==> src/rtl/univ_shift_reg_pkg.sv <==
// ---------------------------------------------------------------------------
// univ_shift_reg_pkg
// Shared definitions for the universal shift register slice.
//   - Mode encodings driven on the mode bus.
//   - cnt_width(): width of the shift counter able to hold 0..w inclusive.
// ---------------------------------------------------------------------------
package univ_shift_reg_pkg;

    localparam logic [1:0] MODE_HOLD = 2'b00;
    localparam logic [1:0] MODE_SHR  = 2'b01;
    localparam logic [1:0] MODE_SHL  = 2'b10;
    localparam logic [1:0] MODE_LOAD = 2'b11;

    // The counter saturates at w itself, so it needs room for w+1 values.
    function automatic int cnt_width(input int w);
        return $clog2(w + 1);
    endfunction

endpackage

==> src/rtl/univ_shift_reg_if.sv <==
// ---------------------------------------------------------------------------
// univ_shift_reg_if
// Bundles the control/data signals of the universal shift register.
//   ena       clock enable for all register state
//   mode      00 hold, 01 shift right, 10 shift left, 11 parallel load
//   d         parallel load data (WIDTH bits)
//   sin       serial input bit (ignored by rotating instances)
//   q         registered contents (WIDTH bits)
//   sout_msb  q[WIDTH-1], serial out when shifting left
//   sout_lsb  q[0], serial out when shifting right
//   cnt       shifts since last load, saturating at WIDTH
//   done      one-cycle pulse on the WIDTH-th shift
// master: the side driving ena/mode/d/sin. slave: the shift register.
// ---------------------------------------------------------------------------
interface univ_shift_reg_if #(
    parameter int WIDTH = 8
);
    import univ_shift_reg_pkg::*;

    localparam int CNT_W = cnt_width(WIDTH);

    logic             ena;
    logic [1:0]       mode;
    logic [WIDTH-1:0] d;
    logic             sin;
    logic [WIDTH-1:0] q;
    logic             sout_msb;
    logic             sout_lsb;
    logic [CNT_W-1:0] cnt;
    logic             done;

    modport master (
        output ena, mode, d, sin,
        input  q, sout_msb, sout_lsb, cnt, done
    );

    modport slave (
        input  ena, mode, d, sin,
        output q, sout_msb, sout_lsb, cnt, done
    );

endinterface

==> src/rtl/univ_shift_reg_bit_cell.sv <==
// ---------------------------------------------------------------------------
// univ_shift_reg_bit_cell
// One storage bit of the universal shift register: a 4:1 next-state mux
// (hold / shift-right source / shift-left source / load data) feeding a
// D flip-flop with synchronous reset and clock enable.
//   clk, rst  clock and synchronous active-high reset
//   ena       enable; 0 holds the bit
//   mode      operation select shared by all cells
//   shr_in    value taken on a right shift (upper neighbour or fill)
//   shl_in    value taken on a left shift (lower neighbour or fill)
//   load_in   value taken on a parallel load
//   rst_bit   value taken on reset
//   q         stored bit
// ---------------------------------------------------------------------------
module univ_shift_reg_bit_cell
    import univ_shift_reg_pkg::*;
(
    input  logic       clk,
    input  logic       rst,
    input  logic       ena,
    input  logic [1:0] mode,
    input  logic       shr_in,
    input  logic       shl_in,
    input  logic       load_in,
    input  logic       rst_bit,
    output logic       q
);

    logic q_q;
    logic q_d;

    // Select the next value of this bit; anything other than an enabled
    // shift or load keeps the current value.
    always_comb begin
        q_d = q_q;
        if (ena) begin
            unique case (mode)
                MODE_SHR:  q_d = shr_in;
                MODE_SHL:  q_d = shl_in;
                MODE_LOAD: q_d = load_in;
                default:   q_d = q_q;
            endcase
        end
    end

    always_ff @(posedge clk) begin
        if (rst) begin
            q_q <= rst_bit;
        end else begin
            q_q <= q_d;
        end
    end

    assign q = q_q;

endmodule

==> src/rtl/univ_shift_reg.sv <==
// ---------------------------------------------------------------------------
// univ_shift_reg
// Parametrised universal shift register: hold, shift right, shift left and
// parallel load, optional end-around rotate, plus a shift counter that
// pulses done on the WIDTH-th shift after a load.
// Parameters:
//   WIDTH    register width, 2..32
//   ROTATE   1: shifts circulate and sin is ignored; 0: sin fills
//   RST_VAL  value of q after reset (must fit in WIDTH bits)
// Ports:
//   clk  single clock, all state on posedge
//   rst  synchronous active-high reset, priority over everything
//   bus  univ_shift_reg_if slave modport (ena/mode/d/sin in, q/sout/cnt/done out)
// ---------------------------------------------------------------------------
module univ_shift_reg
    import univ_shift_reg_pkg::*;
#(
    parameter int          WIDTH   = 8,
    parameter int          ROTATE  = 0,
    parameter logic [31:0] RST_VAL = 32'h0
) (
    input  logic          clk,
    input  logic          rst,
    univ_shift_reg_if.slave bus
);

    localparam int CNT_W = cnt_width(WIDTH);

    if (WIDTH < 2 || WIDTH > 32) begin : g_bad_width
        $error("univ_shift_reg: WIDTH must be in 2..32");
    end

    if ((RST_VAL >> WIDTH) != 32'd0) begin : g_bad_rst_val
        $error("univ_shift_reg: RST_VAL does not fit in WIDTH bits");
    end

    logic [WIDTH-1:0] q_vec;
    logic [WIDTH-1:0] shr_vec;
    logic [WIDTH-1:0] shl_vec;
    logic             fill_r;
    logic             fill_l;

    // With rotate enabled the bit falling off one end re-enters at the other.
    assign fill_r  = (ROTATE != 0) ? q_vec[0]       : bus.sin;
    assign fill_l  = (ROTATE != 0) ? q_vec[WIDTH-1] : bus.sin;
    assign shr_vec = {fill_r, q_vec[WIDTH-1:1]};
    assign shl_vec = {q_vec[WIDTH-2:0], fill_l};

    for (genvar i = 0; i < WIDTH; i++) begin : g_cell
        univ_shift_reg_bit_cell u_cell (
            .clk     (clk),
            .rst     (rst),
            .ena     (bus.ena),
            .mode    (bus.mode),
            .shr_in  (shr_vec[i]),
            .shl_in  (shl_vec[i]),
            .load_in (bus.d[i]),
            .rst_bit (RST_VAL[i]),
            .q       (q_vec[i])
        );
    end

    logic [CNT_W-1:0] cnt_q;
    logic [CNT_W-1:0] cnt_d;
    logic             done_q;
    logic             done_d;

    // Count shifts in either direction since the last load. The count stops
    // at WIDTH, and done fires only on the step that reaches it.
    always_comb begin
        cnt_d  = cnt_q;
        done_d = 1'b0;
        if (bus.ena) begin
            unique case (bus.mode)
                MODE_SHR, MODE_SHL: begin
                    if (cnt_q == CNT_W'(WIDTH - 1)) begin
                        cnt_d  = CNT_W'(WIDTH);
                        done_d = 1'b1;
                    end else if (cnt_q < CNT_W'(WIDTH - 1)) begin
                        cnt_d = cnt_q + CNT_W'(1);
                    end
                end
                MODE_LOAD: cnt_d = '0;
                default:   cnt_d = cnt_q;
            endcase
        end
    end

    always_ff @(posedge clk) begin
        if (rst) begin
            cnt_q  <= '0;
            done_q <= 1'b0;
        end else begin
            cnt_q  <= cnt_d;
            done_q <= done_d;
        end
    end

    assign bus.q        = q_vec;
    assign bus.sout_msb = q_vec[WIDTH-1];
    assign bus.sout_lsb = q_vec[0];
    assign bus.cnt      = cnt_q;
    assign bus.done     = done_q;

endmodule
==> src/flat_wrapper.sv <==
// flat-port wrapper written by rule: the top's interface ports become plain ports
module univ_shift_reg_flat import univ_shift_reg_pkg::*;
#(
    parameter int          WIDTH   = 8,
    parameter int          ROTATE  = 0,
    parameter logic [31:0] RST_VAL = 32'h0
)
  (clk, rst, bus_ena, bus_mode, bus_d, bus_sin, bus_q, bus_sout_msb, bus_sout_lsb, bus_cnt, bus_done);
  univ_shift_reg_if #(.WIDTH(WIDTH)) bus_i ();
  input  logic clk;
  input  logic rst;
  input wire logic [$bits(bus_i.ena)-1:0] bus_ena;
  input wire logic [$bits(bus_i.mode)-1:0] bus_mode;
  input wire logic [$bits(bus_i.d)-1:0] bus_d;
  input wire logic [$bits(bus_i.sin)-1:0] bus_sin;
  output wire logic [$bits(bus_i.q)-1:0] bus_q;
  output wire logic [$bits(bus_i.sout_msb)-1:0] bus_sout_msb;
  output wire logic [$bits(bus_i.sout_lsb)-1:0] bus_sout_lsb;
  output wire logic [$bits(bus_i.cnt)-1:0] bus_cnt;
  output wire logic [$bits(bus_i.done)-1:0] bus_done;
  assign bus_i.ena = bus_ena;
  assign bus_i.mode = bus_mode;
  assign bus_i.d = bus_d;
  assign bus_i.sin = bus_sin;
  assign bus_q = bus_i.q;
  assign bus_sout_msb = bus_i.sout_msb;
  assign bus_sout_lsb = bus_i.sout_lsb;
  assign bus_cnt = bus_i.cnt;
  assign bus_done = bus_i.done;
  univ_shift_reg #(.WIDTH(WIDTH), .ROTATE(ROTATE), .RST_VAL(RST_VAL)) u_core (.clk(clk), .rst(rst), .bus(bus_i));
endmodule
==> config.mk <==
export PLATFORM = sky130hd
export DESIGN_NAME = univ_shift_reg_flat
export DESIGN_NICKNAME = d
export VERILOG_FILES = /design/src/rtl/univ_shift_reg_pkg.sv /design/src/rtl/univ_shift_reg_if.sv /design/src/rtl/univ_shift_reg_bit_cell.sv /design/src/rtl/univ_shift_reg.sv /design/src/flat_wrapper.sv
export SDC_FILE = /design/constraint.sdc
export NUM_CORES = 1
export LEC_CHECK = 0
export BUFFER_PORTS_ARGS = -buffer_cell sky130_fd_sc_hd__clkbuf_2
export CAP_MARGIN = 20
export CORE_MARGIN = 5
export CORE_UTILIZATION = 50
export DETAILED_ROUTE_END_ITERATION = 12
export PLACE_DENSITY = 0.82
export SLEW_MARGIN = 20
export SYNTH_ARGS = -nofsm -noshare
export SYNTH_HDL_FRONTEND = slang
export SYNTH_SLANG_ARGS = --single-unit
==> constraint.sdc <==
create_clock -name clk -period 3.5 [get_ports clk]
set_input_delay 0.35 -clock clk [delete_from_list [all_inputs] [get_ports clk]]
set_output_delay 0.35 -clock clk [all_outputs]
set_load 0.03 [all_outputs]
## After elaboration in Yosys (flattened, before gate mapping)

Index checks and enable logic that the tools add are counted.

| storage, ports and cells | value |
|---|---|
| register bits | 13 |
| input port bits | 14 |

| cells by class | value |
|---|---|
| add/sub/neg operators | 1 |
| $lt $le $gt $ge | 1 |
| equality and inequality tests | 5 |
| muxes and demuxes | 12 |
| bitwise logic cells | 2 |
| reduce and logical (&&, ||, !) cells | 6 |

Operators with widths:

| kind | number |
|---|---|
| one-hot mux 1 bit (3 select lines) | 8 |
| 2-to-1 mux 4 bit | 2 |
| one-hot mux 4 bit (2 select lines) | 1 |
| adder 4 x 1 -> 4 bit, second input constant | 1 |
| equality test 2 bit, second input constant | 2 |
| equality test 4 x 3 -> 1 bit, second input constant | 1 |
| < comparator 4 x 3 -> 1 bit, second input constant | 1 |
| != test 3 x 1 -> 1 bit, second input constant | 1 |
| AND reduction 3 bit | 1 |
| nonzero test 3 bit | 1 |
| OR reduction 3 bit | 1 |
| equality test 2 x 1 -> 1 bit, second input constant | 1 |
| inverter 1 bit | 2 |
| AND reduction 2 bit | 1 |
| nonzero test 2 bit | 1 |
| OR reduction 2 bit | 1 |
| 2-to-1 mux 1 bit | 1 |

## Depth between registers and ports, before layout

Gate-level depths: netlist (run 1).

| depth | value |
|---|---|
| depth after elaboration | 4 |
| mapped depth | 7 |

## By module

From an unflattened synthesis (run 1), not the netlist that was laid out.

| second synthesis, totals | value |
|---|---|
| cell total of the unflattened synthesis | 111 |
| area total of the unflattened synthesis | 1114.8 sq um |

Modules (own cells, without submodules):

| module | instances | cells an instance | area an instance (sq um) | seq. area each (sq um) |
|---|---|---|---|---|
| univ_shift_reg_bit_cell | 8 | 10 | 102.6 | 30.0 |
| univ_shift_reg | 1 | 31 | 294.0 | 100.1 |

## Worst setup path after synthesis (run 1)

Ideal clock, no wire load.

| timing path | value |
|---|---|
| kind | input to register |
| start | in bus_mode[0] |
| end | reg u_core.cnt_q[2], in the netlist u_core.bus.cnt[2] |
| data arrival time | 1469 ps |
| setup slack | 1961 ps |
| stages | 7 |
| cells stage by stage | inv_1 ha_1 nor2b_4 buf_6 nand2_4 or4b_1 a21oi_1 |

| on the way | value |
|---|---|
| cells in the longest elaborated chain, start to end | 4 |
| elaborated cells on any way between the ends | 8 |

RTL lines:

| item | RTL line | RTL |
|---|---|---|
| from (decl) | flat_wrapper.sv:13 | `input wire logic [$bits(bus_i.mode)-1:0] bus_mode;` |
| equality test 2 x 1 -> 1 bit / equality test 2 bit (equally long branches) | univ_shift_reg.sv:74 | `unique case (bus.mode)` |
| OR reduction 2 bit | univ_shift_reg.sv:74 |  |
| != test 3 x 1 -> 1 bit (no source line) / nonzero test 2 bit (equally long branches) | n/a |  |
| AND reduction 3 bit (no source line) | n/a |  |
| to (signal assigned) | univ_shift_reg.sv:94 | `cnt_q <= cnt_d;` |
| to (decl) | univ_shift_reg.sv:63 | `logic [CNT_W-1:0] cnt_q;` |

Parallel ways exist; a longest one is shown, timed or not.
A chain may end at the register's enable or synchronous reset.

## Final worst setup path (run 1)

Ends and elaborated chain as after synthesis.

==> results of run 1 <==
-- per-stage QoR --
stage               utilization (%)  std cells  hold slack, ns
detailed placement             56.4        118           0.511
global placement               56.4        118           0.504
finish                         58.2        122           0.372
CTS                            58.2        122           0.363
floorplan                         -         87           0.422
global route                   58.2        122           0.385
-- where the power goes --
group / leakage, uW / switching (uW) / internal, uW / total (uW)
Clock: 0.0000150 / 46.3 / 44.1 / 90.4
Sequential: 0.000107 / 9.34 / 156 / 166
Combinational: 0.000255 / 50.3 / 26.7 / 77.1
Total: 0.000377 / 106 / 227 / 333
-- worst max-delay path by stage --
| stage | endpoint | slack [ns] | cells past startpoint |
|---|---|---|---|
| 2_1_floorplan | u_core.bus.cnt[2] | 1.96 | 7 |
| 3_3_place_gp | u_core.bus.cnt[2] | 1.68 | 7 |
| 3_5_place_dp | u_core.bus.cnt[2] | 1.61 | 7 |
| 4_1_cts | u_core.bus.cnt[2] | 1.90 | 7 |
| 5_1_grt | u_core.bus.cnt[2] | 1.79 | 7 |
| 6_report | u_core.bus.cnt[2] | 1.90 | 7 |
-- critical path: cells and delay by family --
| family | cells | cell delay, ns |
|---|---|---|
| compound gates | 1 | 0.14 |
| fa+ha+maj | 1 | 0.23 |
| buf+inv | 2 | 0.14 |
| simple gates | 3 | 0.95 |
-- per-layer routing --
| metal | vias to the layer above | global-route usage, % |
|---|---|---|
| li1 | 349 | - |
| met1 | 335 | 17.0 |
| met2 | 38 | 23.5 |
| met3 | 4 | 3.07 |
| met4 | 0 | 9.87 |
| met5 | - | 0 |
-- cells in the final DEF, fill, tap and decap left out --
cell and count:
a41oi_1 1, nor3_1 2, clkbuf_2 28, and4b_1 1
a22oi_1 8, or4b_1 1, nor2b_4 1, dfxtp_1 13
inv_1 2, nor4_1 1, a21oi_1 5, clkbuf_4 3
clkbuf_1 1, nor2_1 10, a311oi_1 8, o21ai_0 1
or2b_1 1, or4_1 1, nand2_1 11, nand2_4 1
nand4b_1 1, and3b_1 1, ha_1 4
-- flip-flops by register name, summed over array words and instances (netlist names) --
| signal | cells |
|---|---|
| u_core.bus.done | 1 |
| u_core.g_cell.u_cell.q | 8 |
| u_core.bus.cnt | 4 |
-- final cells by class --
cell class                 count  area, sq um  share of cell area [%]
tap                           16         20.0                    2.37
multi-input combinational     59          392                    46.3
sequential                    13          260                    30.8
timing repair buffer          28          140                    16.6
clock buffer                   4         26.3                    3.11
inverter                       2         7.51                   0.888
-- cells by family after synthesis --
kind of cell               share of synthesized area, %
AOI/OAI and AO/OA                                  22.6
adders and majority gates                          6.70
buffers and inverters                              12.7
DFF                                                34.8
and+or+nand+nor                                    23.1
==> metrics.yaml, run 1 <==
reg2reg_slack_ns: 2.12
clock_sinks: 13
critical_path_peak_fanout: 18
period_share_pct: 45.8
globalRouteOverflowTotal: 0
placed_area_sq_um: 820
async_flop_share_pct: 0
critical_path_class: "in2reg"
hp-class: "in2reg"
die_area_sq_mm: 0.00237
p_leak_uw: 0.000377
path_clk_slew_ns: 0.08
cp_cell_sequence: "clkbuf_2 > inv_1 > ha_1 > nor2b_4 > nand2_4 > or4b_1 > a21oi_1"
port_buffers: 28
die-height_microns: 48.7
pwr_density_cell_mw_per_mm2: 394
cts_buffers: 3
grt_start_max_net_pins: 19
nNetsFinal: 125
highest_layer: "met4"
min_to: "u_core.g_cell[7].u_cell.q"
initial_core_util_pct: 51.4
outcome: "finished, final reports clean"
crit_required_ns: 3.70
wl_per_cell_microns: 13.5
drive_above_1_share_pct: 31.1
synth_area_leaders: "dfxtp_1 (35%), a311oi_1 (9.4%), a22oi_1 (8.0%)"
grt_pass1_wl_mm: 2.86
vias_per_cell: 5.95
cts_tree: "built"
wl_met1_microns: 707
min_from: "bus_sin"
synth_seq_cells: 13
layout_setup_ws_ns: 1.90
antenna_left: 0
clockBufferDepth: 2
rsz0062_at_grt: "no"
netlist_top_cells_count: "dfxtp_1 (13), nand2_1 (11), nor2_1 (10)"
first_pass_iters: 4
yosys_warnings: 0
synth_top_area_share_pct: 34.8
timing.fmax_mhz: 624
postCtsSetupBuffers: 0
syn-num-nets: 105
cp-end-kind: "flop"
irDropWorstVdd_uv: 186
die_w_microns: 48.7
slowest_stage: "or4b_1"
period_needed_ns: 1.60
gp_congestion: 0.758
antenna_cells: 0
syn_area_sq_um: 747
startpoint_type: "primary input"
dpl.hpwl_mm: 1.22
grt_use_total_pct: 14.6
final_cell_area_sq_um: 846
relSlewSlack_pct: 65.6
synth_cell_type_count: 24
r2r_end: "u_core.bus.cnt[0]"
num_io_pins: 29
grt_pass1_vias: 685
route.vias.total: 726
ctsResizeCount: 0
holdPathStages: 3
rr_startpoint: "u_core.bus.cnt[0]"
clkLatencyLatePin_ns: 0.27
ctsRootBufferMaster: "clkbuf_4"
synthToLayoutAreaGrowth_pct: 13.2
h-tree-depth: 1
fillers: 138
max_stage_delay_ns: 0.48
dr_wl_met3_microns: 135
worst_slew_pin_slew_ns: 0.516
avgSynthCellArea_sq_um: 8.59
setup_viol: 0
antenna_found_initial: 0
crit_start: "bus_mode[0]"
seq_area_frac_synth_pct: 34.8
rows: 14
drcViolationCount: 0
yosysMostFrequentCell: "dfxtp_1"
synth_largest_area_cell: "dfxtp_1"
finalSetupTns_ns: 0
wl_met2_microns: 774
arrival_ns: 1.81
drt-initial-drc-count: 16
r2r_cells: 4
detailedPlace.worstSlack_ns: 1.61
core_area_sq_mm: 0.00145
final_max_slew_viol_count: 0
synth_edf_count: 0
syn-instance-count: 87
ctsHoldBuffers: 0
finalHoldViolCount: 0
finalWirelength_mm: 1.65
power_uw: 333
cap_violations: 0
synth_ff_type: "dfxtp_1"
clock_skew_ns: 0.00169
Power figures use the tool's default switching activity.
==> run 2, diff against run 1 <==
--- a/config.mk
+++ b/config.mk
@@ -5,12 +5,13 @@
 export SDC_FILE = /design/constraint.sdc
 export NUM_CORES = 1
 export LEC_CHECK = 0
+export ABC_AREA = 1
 export BUFFER_PORTS_ARGS = -buffer_cell sky130_fd_sc_hd__clkbuf_2
 export CAP_MARGIN = 20
 export CORE_MARGIN = 5
-export CORE_UTILIZATION = 50
+export CORE_UTILIZATION = 42
 export DETAILED_ROUTE_END_ITERATION = 12
-export PLACE_DENSITY = 0.82
+export PLACE_DENSITY = 0.73
 export SLEW_MARGIN = 20
 export SYNTH_ARGS = -nofsm -noshare
 export SYNTH_HDL_FRONTEND = slang
==> constraint.sdc (replaced) <==
create_clock -name clk -period 1.3 [get_ports clk]
set_input_delay 0.13 -clock clk [delete_from_list [all_inputs] [get_ports clk]]
set_output_delay 0.13 -clock clk [all_outputs]
set_load 0.03 [all_outputs]
==> metrics.yaml, run 2 <==
outcome: "finished, final reports clean"
synthAdderAreaFrac_pct: 6.51  # -0.19 points
die_w_microns: 52.8  # +8.5%
synth_top_area_share_pct: 33.9  # -0.96 points
cap_violations: 0  # unchanged
netlist_top_cells_count: "nand2_1 (24), dfxtp_1 (13), a21oi_1 (12), o21ai_0 (10), buf_4 (9)"
async_flop_share_pct: 0  # unchanged
initial_core_util_pct: 44.5  # -6.9 points
finalHoldViolCount: 0  # unchanged
cp_cell_sequence: "buf_4 > clkbuf_2"
multi_input_area_sq_um: 388  # -0.96%
h-tree-depth: 1  # unchanged
synth_largest_area_cell: "dfxtp_1"
drt-initial-drc-count: 25  # +9
path_clk_slew_ns: 0.08  # about the same
ctsResizeCount: 0  # unchanged
setup_viol: 0  # unchanged
ctsHoldBuffers: 0  # unchanged
die_area_sq_mm: 0.00278  # +18%
largest_reg_flops: 8  # unchanged
critical_path_peak_fanout: 4  # -14
placed_area_sq_um: 876  # +6.9%
period_needed_ns: 1.08
clkLatencyLatePin_ns: 0.28  # about the same
min_from: "rst"
crit_required_ns: 1.17  # -2.53 ns
synth_edf_count: 0  # unchanged
final_max_slew_viol_count: 0  # unchanged
seq_area_frac_synth_pct: 33.9  # -0.96 points
layout_common_cells: "clkbuf_2 (28), nand2_1 (24), dfxtp_1 (13)"
pwr-share-seq_pct: 48.1  # -1.6 points
syn_area_sq_um: 768  # +2.8%
synth_cell_type_count: 16  # -33%
die-height_microns: 52.8  # +8.5%
final_common_cell: "clkbuf_2"
power_frac_comb_pct: 24.0  # +0.9 points
syn-num-nets: 121  # +15%
cts_tree: "built"
synth_area_leaders: "dfxtp_1 (34%), nand2_1 (12%), buf_4 (8.8%)"
max_stage_delay_ns: 0.34  # -0.14 ns
p_clk_share_pct: 27.9  # +0.8 points
period_share_pct: 82.9
switching_share_pct: 33.1  # +1.2 points
antenna_found_initial: 0  # unchanged
hp-class: "in2reg"
yosys_warnings: 0  # unchanged
postCtsSetupBuffers: 0  # unchanged
cp-end-kind: "output port"
irDropWorstVdd_uv: 512  # +180%
syn-instance-count: 103  # +18%
drive_above_1_share_pct: 31.5  # +0.36 points
finalSetupTns_ns: 0  # unchanged
relSlewSlack_pct: 66.4  # +0.86 points
synth_mux_area_share_pct: 0  # unchanged
gp_congestion: 0.803  # +5.8%
ctsRootBufferMaster: "clkbuf_4"
wl_per_cell_microns: 11.6  # -14%
final_cell_area_sq_um: 902  # +6.7%
grt_start_max_net_pins: 12  # -7
cts_buffers: 3  # unchanged
synth-simple-area-share_pct: 23.1  # about the same
core_area_sq_mm: 0.00173  # +19%
rsz0062_at_grt: "no"
dpl.hpwl_mm: 1.37  # +12%
intPower_uw: 616  # +170%
synth-compound-area-share_pct: 20.8  # -1.8 points
p_switching_uw: 304  # +190%
reg2reg_slack_ns: 0.25  # -1.87 ns
fillers: 191  # +38%
holdPathStages: 2  # -1
grt_use_total_pct: 14.2  # -0.40 points
route.vias.total: 769  # +5.9%
clock_sinks: 13  # unchanged
globalRouteOverflowTotal: 0  # unchanged
arrival_ns: 0.95  # -0.86 ns
synth_ff_type: "dfxtp_1"
yosysMostFrequentCell: "nand2_1"
min_to: "u_core.bus.cnt[3]"
antenna_cells: 0  # unchanged
grt_pass1_vias: 673  # -1.8%
vias_per_cell: 5.06  # -15%
antenna_left: 0  # unchanged
rows: 15  # +1
worst_slew_pin_slew_ns: 0.503  # -0.0129 ns
power_uw: 920  # +180%
synthToLayoutAreaGrowth_pct: 17.4
clockBufferDepth: 2  # unchanged
r2r_cells: 6  # +2
first_pass_iters: 4  # unchanged
critical_path_class: "reg2out"
p_leak_uw: 0.000421  # +12%
startpoint_type: "flop"
grt_pass1_wl_mm: 2.90  # +1.7%
port_buffers: 28  # unchanged
r2r_end: "u_core.bus.cnt[2]"
avgSynthCellArea_sq_um: 7.46  # -13%
synth_xor_area_share_pct: 0  # unchanged
clock_skew_ns: 0.000334  # -0.00135 ns
regArea_sq_um: 260  # unchanged
pwr_density_cell_mw_per_mm2: 1020  # +160%
rr_startpoint: "u_core.bus.cnt[0]"
nNetsFinal: 146  # +17%
timing.fmax_mhz: 928
finalWirelength_mm: 1.77  # +7.2%
drcViolationCount: 0  # unchanged
synth_top_family_by_area: "simple AND/OR/NAND/NOR gates"
synth_seq_cells: 13  # unchanged
slowest_stage: "dfxtp_1"
num_io_pins: 29  # unchanged
==> run 2: cell count changes after synthesis, sizes merged, moves of 2 or more <==
cell / change
nor2: -5
a21oi: +7
a311oi: -8
nor3: -2
inv: +7
nand2: +12
a22oi: -8
o21ai: +9
nand3: +6
a31oi: +8
clkbuf: -2
==> run 2: worst max-delay path, delay by kind of cell, from the launching register on <==
| kind | cells | cell delay (ns) |
|---|---|---|
| flops | 1 | 0.34 |
| buf+inv | 2 | 0.33 |
==> run 2: worst max-delay path by stage <==
stage,startpoint,end,slack [ns]
finish,u_core.bus.cnt[0],bus_cnt[0],0.22
global route,u_core.bus.cnt[1],u_core.bus.cnt[2],0.12
CTS,u_core.bus.cnt[0],bus_cnt[0],0.21
detailed placement,bus_mode[0],u_core.bus.cnt[3],0.06
global placement,bus_mode[0],u_core.bus.cnt[3],0.08
floorplan,u_core.bus.cnt[1],u_core.bus.cnt[2],0.07
==> run 2: final cells by class <==
type                            instances  area share [%]
Multi-Input combinational cell         70            43.0
Sequential cell                        13            28.8
Timing Repair Buffer                   31            18.0
Inverter                                9            3.74
Tap cell                               25            3.47
Clock buffer                            4            2.91
==> run 2: cell families after synthesis <==
| kind of cell | after synthesis |
|---|---|
| buffers and inverters | 20 |
| DFF | 13 |
| and+or+nand+nor | 36 |
| AOI/OAI and AO/OA | 30 |
| adders and majority gates | 4 |
==> run 2: power groups by stage <==
stage | registers [uW] | clock network, uW | logic [uW]
finish | 442 | 257 | 221
global route | 447 | 285 | 242
CTS | 442 | 266 | 224
detailed placement | 452 | 0 | 223
global placement | 450 | 0 | 219
floorplan | 467 | 0 | 159
==> run 2: through the flow <==
stage	setup slack [ns]	utilization, %	std cells	hold slack [ns]
finish	0.222	52.2	152	0.0348
global route	0.119	52.2	152	0.0383
CTS	0.213	52.2	152	0.0307
detailed placement	0.0637	50.7	148	0.334
global placement	0.0797	50.7	148	0.329
floorplan	0.0665	-	103	0.199
==> run 2: metal layers <==
| layer | vias up | global-route usage (%) | part of all wire (%) |
|---|---|---|---|
| met4 | 0 | 3.83 | 0.90 |
| li1 | 388 | - | - |
| met1 | 336 | 17.3 | 43 |
| met3 | 2 | 5.70 | 11 |
| met5 | - | 0 | 0 |
| met2 | 43 | 22.7 | 46 |
